[config.mk]
export PLATFORM = sky130hd
export DESIGN_NAME = mem_arbiter
export DESIGN_NICKNAME = d
export VERILOG_FILES = /design/src/rtl/mem_arb_pkg.sv /design/src/rtl/mem_rr_arb.sv /design/src/rtl/mem_arbiter.sv
export SDC_FILE = /design/constraint.sdc
export NUM_CORES = 1
export LEC_CHECK = 0
export ABC_AREA = 1
export ABC_CLOCK_PERIOD_IN_PS = 5800
export CAP_MARGIN = 0
export CELL_PAD_IN_SITES_DETAIL_PLACEMENT = 0
export CELL_PAD_IN_SITES_GLOBAL_PLACEMENT = 1
export CORE_MARGIN = 2
export CORE_UTILIZATION = 20
export CTS_BUF_LIST = sky130_fd_sc_hd__clkbuf_8
export DETAILED_ROUTE_END_ITERATION = 6
export HOLD_SLACK_MARGIN = 0.05
export PLACE_DENSITY = 0.88
export SYNTH_ARGS = -nofsm -noshare
export SYNTH_HDL_FRONTEND = slang
export SYNTH_SLANG_ARGS = --single-unit
[constraint.sdc]
create_clock -name MEM_CLK -period 5.8 [get_ports MEM_CLK]
set_clock_uncertainty 0.05 [all_clocks]
set_input_delay 0.58 -clock MEM_CLK [delete_from_list [all_inputs] [get_ports MEM_CLK]]
set_output_delay 0.58 -clock MEM_CLK [all_outputs]
set_load 0.02 [all_outputs]
[src/rtl/mem_arb_pkg.sv]
// Shared types and default geometry for the cache-line memory arbiter.
package mem_arb_pkg;

  typedef enum logic [1:0] {
    IDLE = 2'd0,
    XFER = 2'd1,
    DONE = 2'd2
  } arb_state_e;

  typedef enum logic {
    OWN_IC = 1'b0,
    OWN_DC = 1'b1
  } owner_e;

  localparam int DEF_LINE_WORDS  = 8;
  localparam int DEF_MEM_LATENCY = 2;

endpackage

[src/rtl/mem_rr_arb.sv]
// Two-requester round-robin arbiter; bit 0 = instruction cache, bit 1 = data cache.
module mem_rr_arb (
  input  logic       clk,
  input  logic       rst_n,
  input  logic [1:0] req,
  input  logic       advance,
  output logic [1:0] gnt
);

  logic pref_dc;

  always_comb begin
    gnt = req;
    if (req == 2'b11) begin
      gnt = pref_dc ? 2'b10 : 2'b01;
    end
  end

  // After a grant, preference moves to the side that was not served.
  always_ff @(posedge clk or negedge rst_n) begin
    if (!rst_n) begin
      pref_dc <= 1'b1;
    end else if (advance && (gnt != 2'b00)) begin
      pref_dc <= gnt[0];
    end
  end

endmodule

[src/rtl/mem_arbiter.sv]
// Sequences whole cache-line fills/writebacks between the I/D caches and main
// memory, one word per MEM_LATENCY cycles, one line transaction at a time.
module mem_arbiter
  import mem_arb_pkg::*;
#(
  parameter int LINE_WORDS  = DEF_LINE_WORDS,
  parameter int MEM_LATENCY = DEF_MEM_LATENCY
) (
  input  logic                          MEM_CLK,
  input  logic                          RST_N,
  input  logic                          IC_REQ,
  input  logic [31:0]                   IC_ADDR,
  output logic                          IC_GNT,
  output logic                          IC_WORD_VALID,
  output logic                          IC_DONE,
  input  logic                          DC_REQ,
  input  logic                          DC_WE,
  input  logic [31:0]                   DC_ADDR,
  input  logic [31:0]                   DC_WDATA,
  output logic                          DC_GNT,
  output logic                          DC_WORD_VALID,
  output logic                          DC_DONE,
  output logic [$clog2(LINE_WORDS)-1:0] WORD_IDX,
  output logic [31:0]                   RDATA,
  output logic                          MEM_RDEN1,
  output logic [13:0]                   MEM_ADDR1,
  output logic                          MEM_RDEN2,
  output logic                          MEM_WE2,
  output logic [31:0]                   MEM_ADDR2,
  output logic [31:0]                   MEM_DIN2,
  input  logic [31:0]                   MEM_DOUT1,
  input  logic [31:0]                   MEM_DOUT2
);

  localparam int WI = $clog2(LINE_WORDS);
  localparam int CW = $clog2(MEM_LATENCY);
  localparam logic [CW-1:0] CNT_LAST = CW'(MEM_LATENCY - 1);
  localparam logic [WI-1:0] IDX_LAST = WI'(LINE_WORDS - 1);

  arb_state_e     state_q, state_d;
  owner_e         owner_q;
  logic           we_q;
  logic [WI-1:0]  idx_q;
  logic [CW-1:0]  cnt_q;
  logic [29-WI:0] line_hi_q;

  logic [1:0]     arb_req, arb_gnt;
  logic           arb_adv;
  logic           grant_now;
  logic           word_last;
  logic [29:0]    word_addr;
  logic           unused_addr_lsbs;

  assign arb_req   = {DC_REQ, IC_REQ};
  assign arb_adv   = (state_q == IDLE);
  assign grant_now = (state_q == IDLE) && (arb_gnt != 2'b00);
  assign word_last = (cnt_q == CNT_LAST);
  assign word_addr = {line_hi_q, idx_q};

  // Byte offset and word-in-line bits of the request address are not needed.
  assign unused_addr_lsbs = ^{IC_ADDR[1+WI:0], DC_ADDR[1+WI:0]};

  mem_rr_arb u_rr_arb (
    .clk     (MEM_CLK),
    .rst_n   (RST_N),
    .req     (arb_req),
    .advance (arb_adv),
    .gnt     (arb_gnt)
  );

  always_ff @(posedge MEM_CLK or negedge RST_N) begin
    if (!RST_N) begin
      state_q <= IDLE;
    end else begin
      state_q <= state_d;
    end
  end

  always_ff @(posedge MEM_CLK or negedge RST_N) begin
    if (!RST_N) begin
      owner_q <= OWN_DC;
      we_q    <= 1'b0;
      idx_q   <= '0;
      cnt_q   <= '0;
    end else if (grant_now) begin
      owner_q <= arb_gnt[1] ? OWN_DC : OWN_IC;
      we_q    <= arb_gnt[1] & DC_WE;
      idx_q   <= '0;
      cnt_q   <= '0;
    end else if (state_q == XFER) begin
      if (word_last) begin
        cnt_q <= '0;
        if (idx_q != IDX_LAST) begin
          idx_q <= idx_q + WI'(1);
        end
      end else begin
        cnt_q <= cnt_q + CW'(1);
      end
    end
  end

  // Line address is payload only; every use is gated by state, so no reset.
  always_ff @(posedge MEM_CLK) begin
    if (grant_now) begin
      line_hi_q <= arb_gnt[1] ? DC_ADDR[31:2+WI] : IC_ADDR[31:2+WI];
    end
  end

  always_comb begin
    state_d       = state_q;
    IC_GNT        = 1'b0;
    IC_WORD_VALID = 1'b0;
    IC_DONE       = 1'b0;
    DC_GNT        = 1'b0;
    DC_WORD_VALID = 1'b0;
    DC_DONE       = 1'b0;
    WORD_IDX      = '0;
    RDATA         = '0;
    MEM_RDEN1     = 1'b0;
    MEM_ADDR1     = '0;
    MEM_RDEN2     = 1'b0;
    MEM_WE2       = 1'b0;
    MEM_ADDR2     = '0;
    MEM_DIN2      = '0;

    case (state_q)
      IDLE: begin
        if (arb_gnt != 2'b00) begin
          state_d = XFER;
        end
      end

      XFER: begin
        WORD_IDX = idx_q;
        if (owner_q == OWN_IC) begin
          IC_GNT        = 1'b1;
          MEM_RDEN1     = 1'b1;
          MEM_ADDR1     = word_addr[13:0];
          IC_WORD_VALID = word_last;
          if (word_last) begin
            RDATA = MEM_DOUT1;
          end
        end else begin
          DC_GNT        = 1'b1;
          MEM_ADDR2     = {2'b00, word_addr};
          DC_WORD_VALID = word_last;
          if (we_q) begin
            // One write strobe per word; the rest of the slot is access latency.
            MEM_WE2  = (cnt_q == '0);
            MEM_DIN2 = DC_WDATA;
          end else begin
            MEM_RDEN2 = 1'b1;
            if (word_last) begin
              RDATA = MEM_DOUT2;
            end
          end
        end
        if (word_last && (idx_q == IDX_LAST)) begin
          state_d = DONE;
        end
      end

      DONE: begin
        IC_GNT  = (owner_q == OWN_IC);
        IC_DONE = (owner_q == OWN_IC);
        DC_GNT  = (owner_q == OWN_DC);
        DC_DONE = (owner_q == OWN_DC);
        state_d = IDLE;
      end

      default: begin
        state_d = IDLE;
      end
    endcase
  end

endmodule

# Yosys cells after proc, flatten, opt, wreduce, memory -nomap -nowiden
# Index checks and enable logic that the tools add are counted.
# classes
n_eq_ne	7
muxes	44
addsub	2
n_bitwise	3
reduce_logical	9
# ops
op	count
two-way mux 32 bit	8
two-way mux 30 bit	2
two-way mux 14 bit	2
two-way mux 27 bit	1
two-way mux 1 bit	19
two-way mux 3 bit	5
two-way mux 2 bit	4
nonzero test 2 bit	4
equality test 2 bit, second input constant	2
one-hot mux 1 bit (2 select lines)	2
one-hot mux 2 bit (2 select lines)	1
adder 3 x 1 -> 3 bit, second input constant	1
equality test 3 bit, second input constant	1
inequality test 3 bit, second input constant	1
AND reduction 3 bit	1
equality test 2 x 1 -> 1 bit, second input constant	1
logical AND 1 bit	2
logical NOT 2 bit	1
inequality test 2 x 1 -> 1 bit, second input constant	1
inequality test 2 bit, second input constant	1
inverter 1 bit	2
AND reduction 2 bit	1
adder 1 bit, second input constant	1
bitwise AND 1 bit	1
# word_totals
ff_bits	36
word_cells	72
out_inout_bits	122
inputBits	165

# Depth between registers and ports, before layout
# logic_depth
word_depth	6
mapped_depth	8
ltp_nobuf	7

# Modules after synthesis
# A second synthesis with hierarchy kept.
# hier_totals
cells_unflattened	452
hier_area_um2	2763.9
# by_module_without_submodules
mod	area_per_inst_um2	cells_per_inst	instances	seq_area_each_um2
mem_arbiter	2702.6	444	1	1012.2
mem_rr_arb	61.3	8	1	26.3

# Worst setup path before layout
# Ideal clock, no wire load.
# synth_path
path_kind	register to register
from	register state_q[0]
to	register line_hi_q[0] (enable)
slack_ns	3.375
arrival_time_ns	1.958
n_path_buf	0
stages_incl_launch_ff	5
required_time_ns	5.334
period_less_slack_ns	2.425
setup_ns	0.416
path_cell_list	dfrtp_1 inv_1 ha_1 inv_1 nor2_1
# synth_via
elab_chain_cells	2
# synth_rtl
element	line_no	source
from (decl)	mem_arbiter.sv:40	arb_state_e state_q, state_d;
from (signal assigned)	mem_arbiter.sv:75	state_q <= state_d;
logical NOT 2 bit	mem_arbiter.sv:56	assign grant_now = (state_q == IDLE) && (arb_gnt != 2'b00);
logical AND 1 bit	mem_arbiter.sv:56	
via grant_now	mem_arbiter.sv:49	logic grant_now;
to (signal assigned)	mem_arbiter.sv:105	line_hi_q <= arb_gnt[1] ? DC_ADDR[31:2+WI] : IC_ADDR[31:2+WI];
to (decl)	mem_arbiter.sv:45	logic [29-WI:0] line_hi_q;
# The timed path passes the listed nets, and every way through them passes these cells.
# A chain may end at the register's enable or synchronous reset.

# Worst setup path after layout
# layout_path
from	register state_q[1]
to	output port RDATA[8]
# layout_via
elab_chain_cells	2
# layout_rtl
element	line_no	source
equality test 2 x 1 -> 1 bit	mem_arbiter.sv:126	case (state_q)
two-way mux 32 bit	mem_arbiter.sv:126	
to (decl)	mem_arbiter.sv:24	output logic [31:0] RDATA,
# No other way between the ends.

==> metrics.log <==
[metrics] run status: complete, no violations
[metrics] number of antenna violations at the first check in global routing: 0
[metrics] CTS Root Cell: clkbuf_8
[metrics] hpwl dp: 9.13 mm
[metrics] total cell area at the placement stage: 0.00564 mm²
[metrics] worst-case headroom to the max-slew limit: 16.6%
[metrics] layout cell share with drive strength beyond 1: 2.39%
[metrics] Avg Inst Size Synth: 6.26 µm²
[metrics] f_max: 250 MHz
[metrics] Worst-Margin Slew: 1.25 ns
[metrics] final critical delay including setup and external delays: 3.99 ns
[metrics] cell count after synthesis: 454
[metrics] total power after layout: 0.00158 W
[metrics] number of optimization iterations in the first detailed-route pass: 6
[metrics] sequential cell area fraction in the yosys report: 36.5%
[metrics] number of H-tree branching levels: 2
[metrics] Synth async-reset ratio: 25.0%
[metrics] reg2reg start: u_rr_arb.pref_dc$_DFFE_PN1P_
[metrics] post-route ant nets: 0
[metrics] Core Box Area: 0.0139 mm²
[metrics] I/O pins: 287
[metrics] via-per-instance ratio: 4.07
[metrics] Clk pin slew, worst setup/hold paths: 0.08 ns
[metrics] area of the multi-input gates: 0.00132 mm²
[metrics] diode count: 0
[metrics] part of the total power dissipated in sequential elements: 27.7%
[metrics] Worst-Skew Late Latency: 0.29 ns
[metrics] 1st-iter DRT viols: 155
[metrics] net switching power of the design: 0.000704 W
[metrics] WL final: 11.9 mm
[metrics] post-DR wirelength/cell: 13.3 µm
[metrics] Clk pwr share: 11.3%
[metrics] internal power summed over all cells: 0.000877 W
[metrics] VDD IR-drop max: 0.260 mV
[metrics] TritonCTS clock tree: built
[metrics] final setup slack of the worst path: 1.81 ns
[metrics] Setup Crit Path Kind: reg -> out
[metrics] worst path arrival time: 3.36 ns
[metrics] Die X: 123 µm
[metrics] number of cell rows: 43
[metrics] die outline height: 123 µm
[metrics] effective utilization at floorplan: 20.5%
[metrics] CP Max Fanout: 32
[metrics] Port Buf Inserts: 274
[metrics] endpoint class of the critical path: primary output
[metrics] vias in the first global route: 3271
[metrics] endpoint required time on the critical path: 5.17 ns
[metrics] Resized Gates After CTS: 0
[metrics] Max Cap Viol: 0
[metrics] pin count of the biggest net entering global routing: 34
[metrics] warning count from the yosys run: 0
[metrics] placer congestion estimate: 0.760
[metrics] Total Die Area: 0.0152 mm²
[metrics] number of different library cells in the post-synthesis netlist: 20
[metrics] Placement Setup Slack: 2.08 ns
[metrics] crit path from: state_q[1]$_DFFE_PN0P_
[metrics] Overall Global Routing Usage: 14.4%
[metrics] class of the tightest hold or removal check: reg -> reg
[metrics] number of vias in the routed layout: 3622
[metrics] Yosys reg bits: 36
[metrics] final-layout fill cell count: 1468
[metrics] clock buffer depth: 2
[metrics] switching share of total power: 44.5%
[metrics] number of sinks handled by clock tree synthesis: 36
[metrics] area added between synthesis and finish: 101%
[metrics] TritonCTS buffer count: 5
[metrics] final-stage net count: 879
[metrics] count of final hold-check violations: 0
[metrics] Syn Std Cell Area: 0.00284 mm²
[metrics] Critical Path Source Type: register
[metrics] first-pass GRT wire length: 17.0 mm
[metrics] Gate power share: 61.0%
[metrics] Slew Limit Fails: 0
[metrics] main flop type after synthesis: edfxtp_1
[metrics] FF+latch area: 0.00104 mm²
[metrics] P per Cell Area: 276 mW/mm²
[metrics] number of buffers inserted to repair setup after CTS: 0
[metrics] final worst-path cycle share: 68.8%
[metrics] post-route DRC violation count: 0
[metrics] final core utilization: 41.3%
[metrics] total non-filler cell area in the finished layout: 0.00573 mm²
[metrics] beginning of the worst hold path: state_q[1]$_DFFE_PN0P_
[metrics] EDFF count, synth: 27
[metrics] # setup viols final: 0
[metrics] final total negative setup slack: 0 ns
[metrics] setup repair after global routing missed its margin: false
[metrics] leak pwr: 2.69 nW
[metrics] hold_buf cts: 0
[metrics] total congestion overflow after global routing: 0
==> cells in the final DEF, fill, tap and decap left out <==
| master | Yosys | layout |
|---|---|---|
| clkbuf_8 | 0 | 5 |
| nor2_4 | 2 | 2 |
| nor3_1 | 1 | 1 |
| inv_1 | 80 | 82 |
| clkinv_4 | 0 | 1 |
| nor2_1 | 83 | 82 |
| o22ai_1 | 1 | 1 |
| conb_1 | 1 | 2 |
| nor2_2 | 0 | 1 |
| nand3_1 | 67 | 67 |
| inv_2 | 2 | 2 |
| dfstp_2 | 2 | 2 |
| nand2_1 | 141 | 141 |
| clkdlybuf4s50_1 | 0 | 274 |
| dfrtp_1 | 7 | 7 |
| buf_4 | 9 | 1 |
| ha_1 | 5 | 5 |
| o21ai_0 | 4 | 4 |
| nand2_2 | 3 | 3 |
| edfxtp_1 | 27 | 27 |
==> worst paths after layout <==
check	to	slack [ns]	cells after the start
max in group asynchronous	owner_q$_DFFE_PN1P_	4.83	1
hold reg to reg	state_q[1]$_DFFE_PN0P_	0.47	2
setup / recovery	RDATA[8]	1.81	7
hold / removal	state_q[1]$_DFFE_PN0P_	0.47	2
min in group asynchronous	state_q[1]$_DFFE_PN0P_	0.54	1
setup reg to reg	line_hi_q[5]$_DFFE_PP_	2.87	5
==> area by class of cell <==
type,instances,share of cell area [%]
well taps,180,3.93
inverters,82,5.37
clock buffers,5,1.20
clock inverters,3,0.284
repair buffers,275,48.0
flip-flops and latches,36,18.1
multi-input cells,309,23.1
==> per-layer routing <==
layer  vias up  track usage [%]  share of wire [%]
li1       1865                -                  -
met2       173             25.3                 49
met5         -                0                  0
met1      1570             17.5                 40
met4         0             4.40                1.9
met3        14             3.14                9.2
==> kinds of logic (layout without fill, tap and decap cells) <==
| logic type | count (synthesis) | after routing | synth area share [%] |
|---|---|---|---|
| AOI/OAI and AO/OA | 5 | 5 | 0.924 |
| adders and majority gates | 5 | 5 | 2.20 |
| buffers and inverters | 110 | 365 | 17.2 |
| DFF | 36 | 36 | 36.5 |
| other | 1 | 2 | 0.132 |
| and+or+nand+nor | 297 | 297 | 43.0 |
==> metrics by stage <==
step | std cells | hold WS (ns)
3_5_place_dp | 882 | 0.447
6_report | 890 | 0.465
4_1_cts | 890 | 0.469
5_1_grt | 890 | 0.498
2_1_floorplan | 455 | 0.234
3_3_place_gp | 882 | 0.441
==> Yosys cell counts (4+ instances only) <==
cell	n	area share, %
buf_4	9	2.4
nand2_1	141	19
edfxtp_1	27	29
ha_1	5	2.2
buf_2	11	1.9
o21ai_0	4	0.70
inv_1	80	11
dfrtp_1	7	6.2
nor2_1	83	11
buf_6	4	1.6
nand3_1	67	12
==> state kept, by name (all words and copies together), names as in the netlist <==
name,cells
cnt_q,1
we_q,1
idx_q,3
u_rr_arb.pref_dc,1
state_q,2
owner_q,1
line_hi_q,27
==> worst max-delay path: stages (launching register included) <==
cell and delay [ns]:
dfrtp_1 0.40, inv_1 0.08, ha_1 0.39, nand2_2 0.50
nor2_4 0.76, nand3_1 0.20, nand2_1 0.12, clkdlybuf4s50_1 0.60
==> power by group through the flow <==
stage / clock network, W / logic [W] / registers (W)
global route: 0.000199 / 0.00106 / 0.000450
finish: 0.000178 / 0.000965 / 0.000438
CTS: 0.000188 / 0.000980 / 0.000441
floorplan: 0 / 0.000551 / 0.000427
detailed placement: 0 / 0.000975 / 0.000447
global placement: 0 / 0.000972 / 0.000443
No activity file was read; power rests on OpenSTA's default activity.
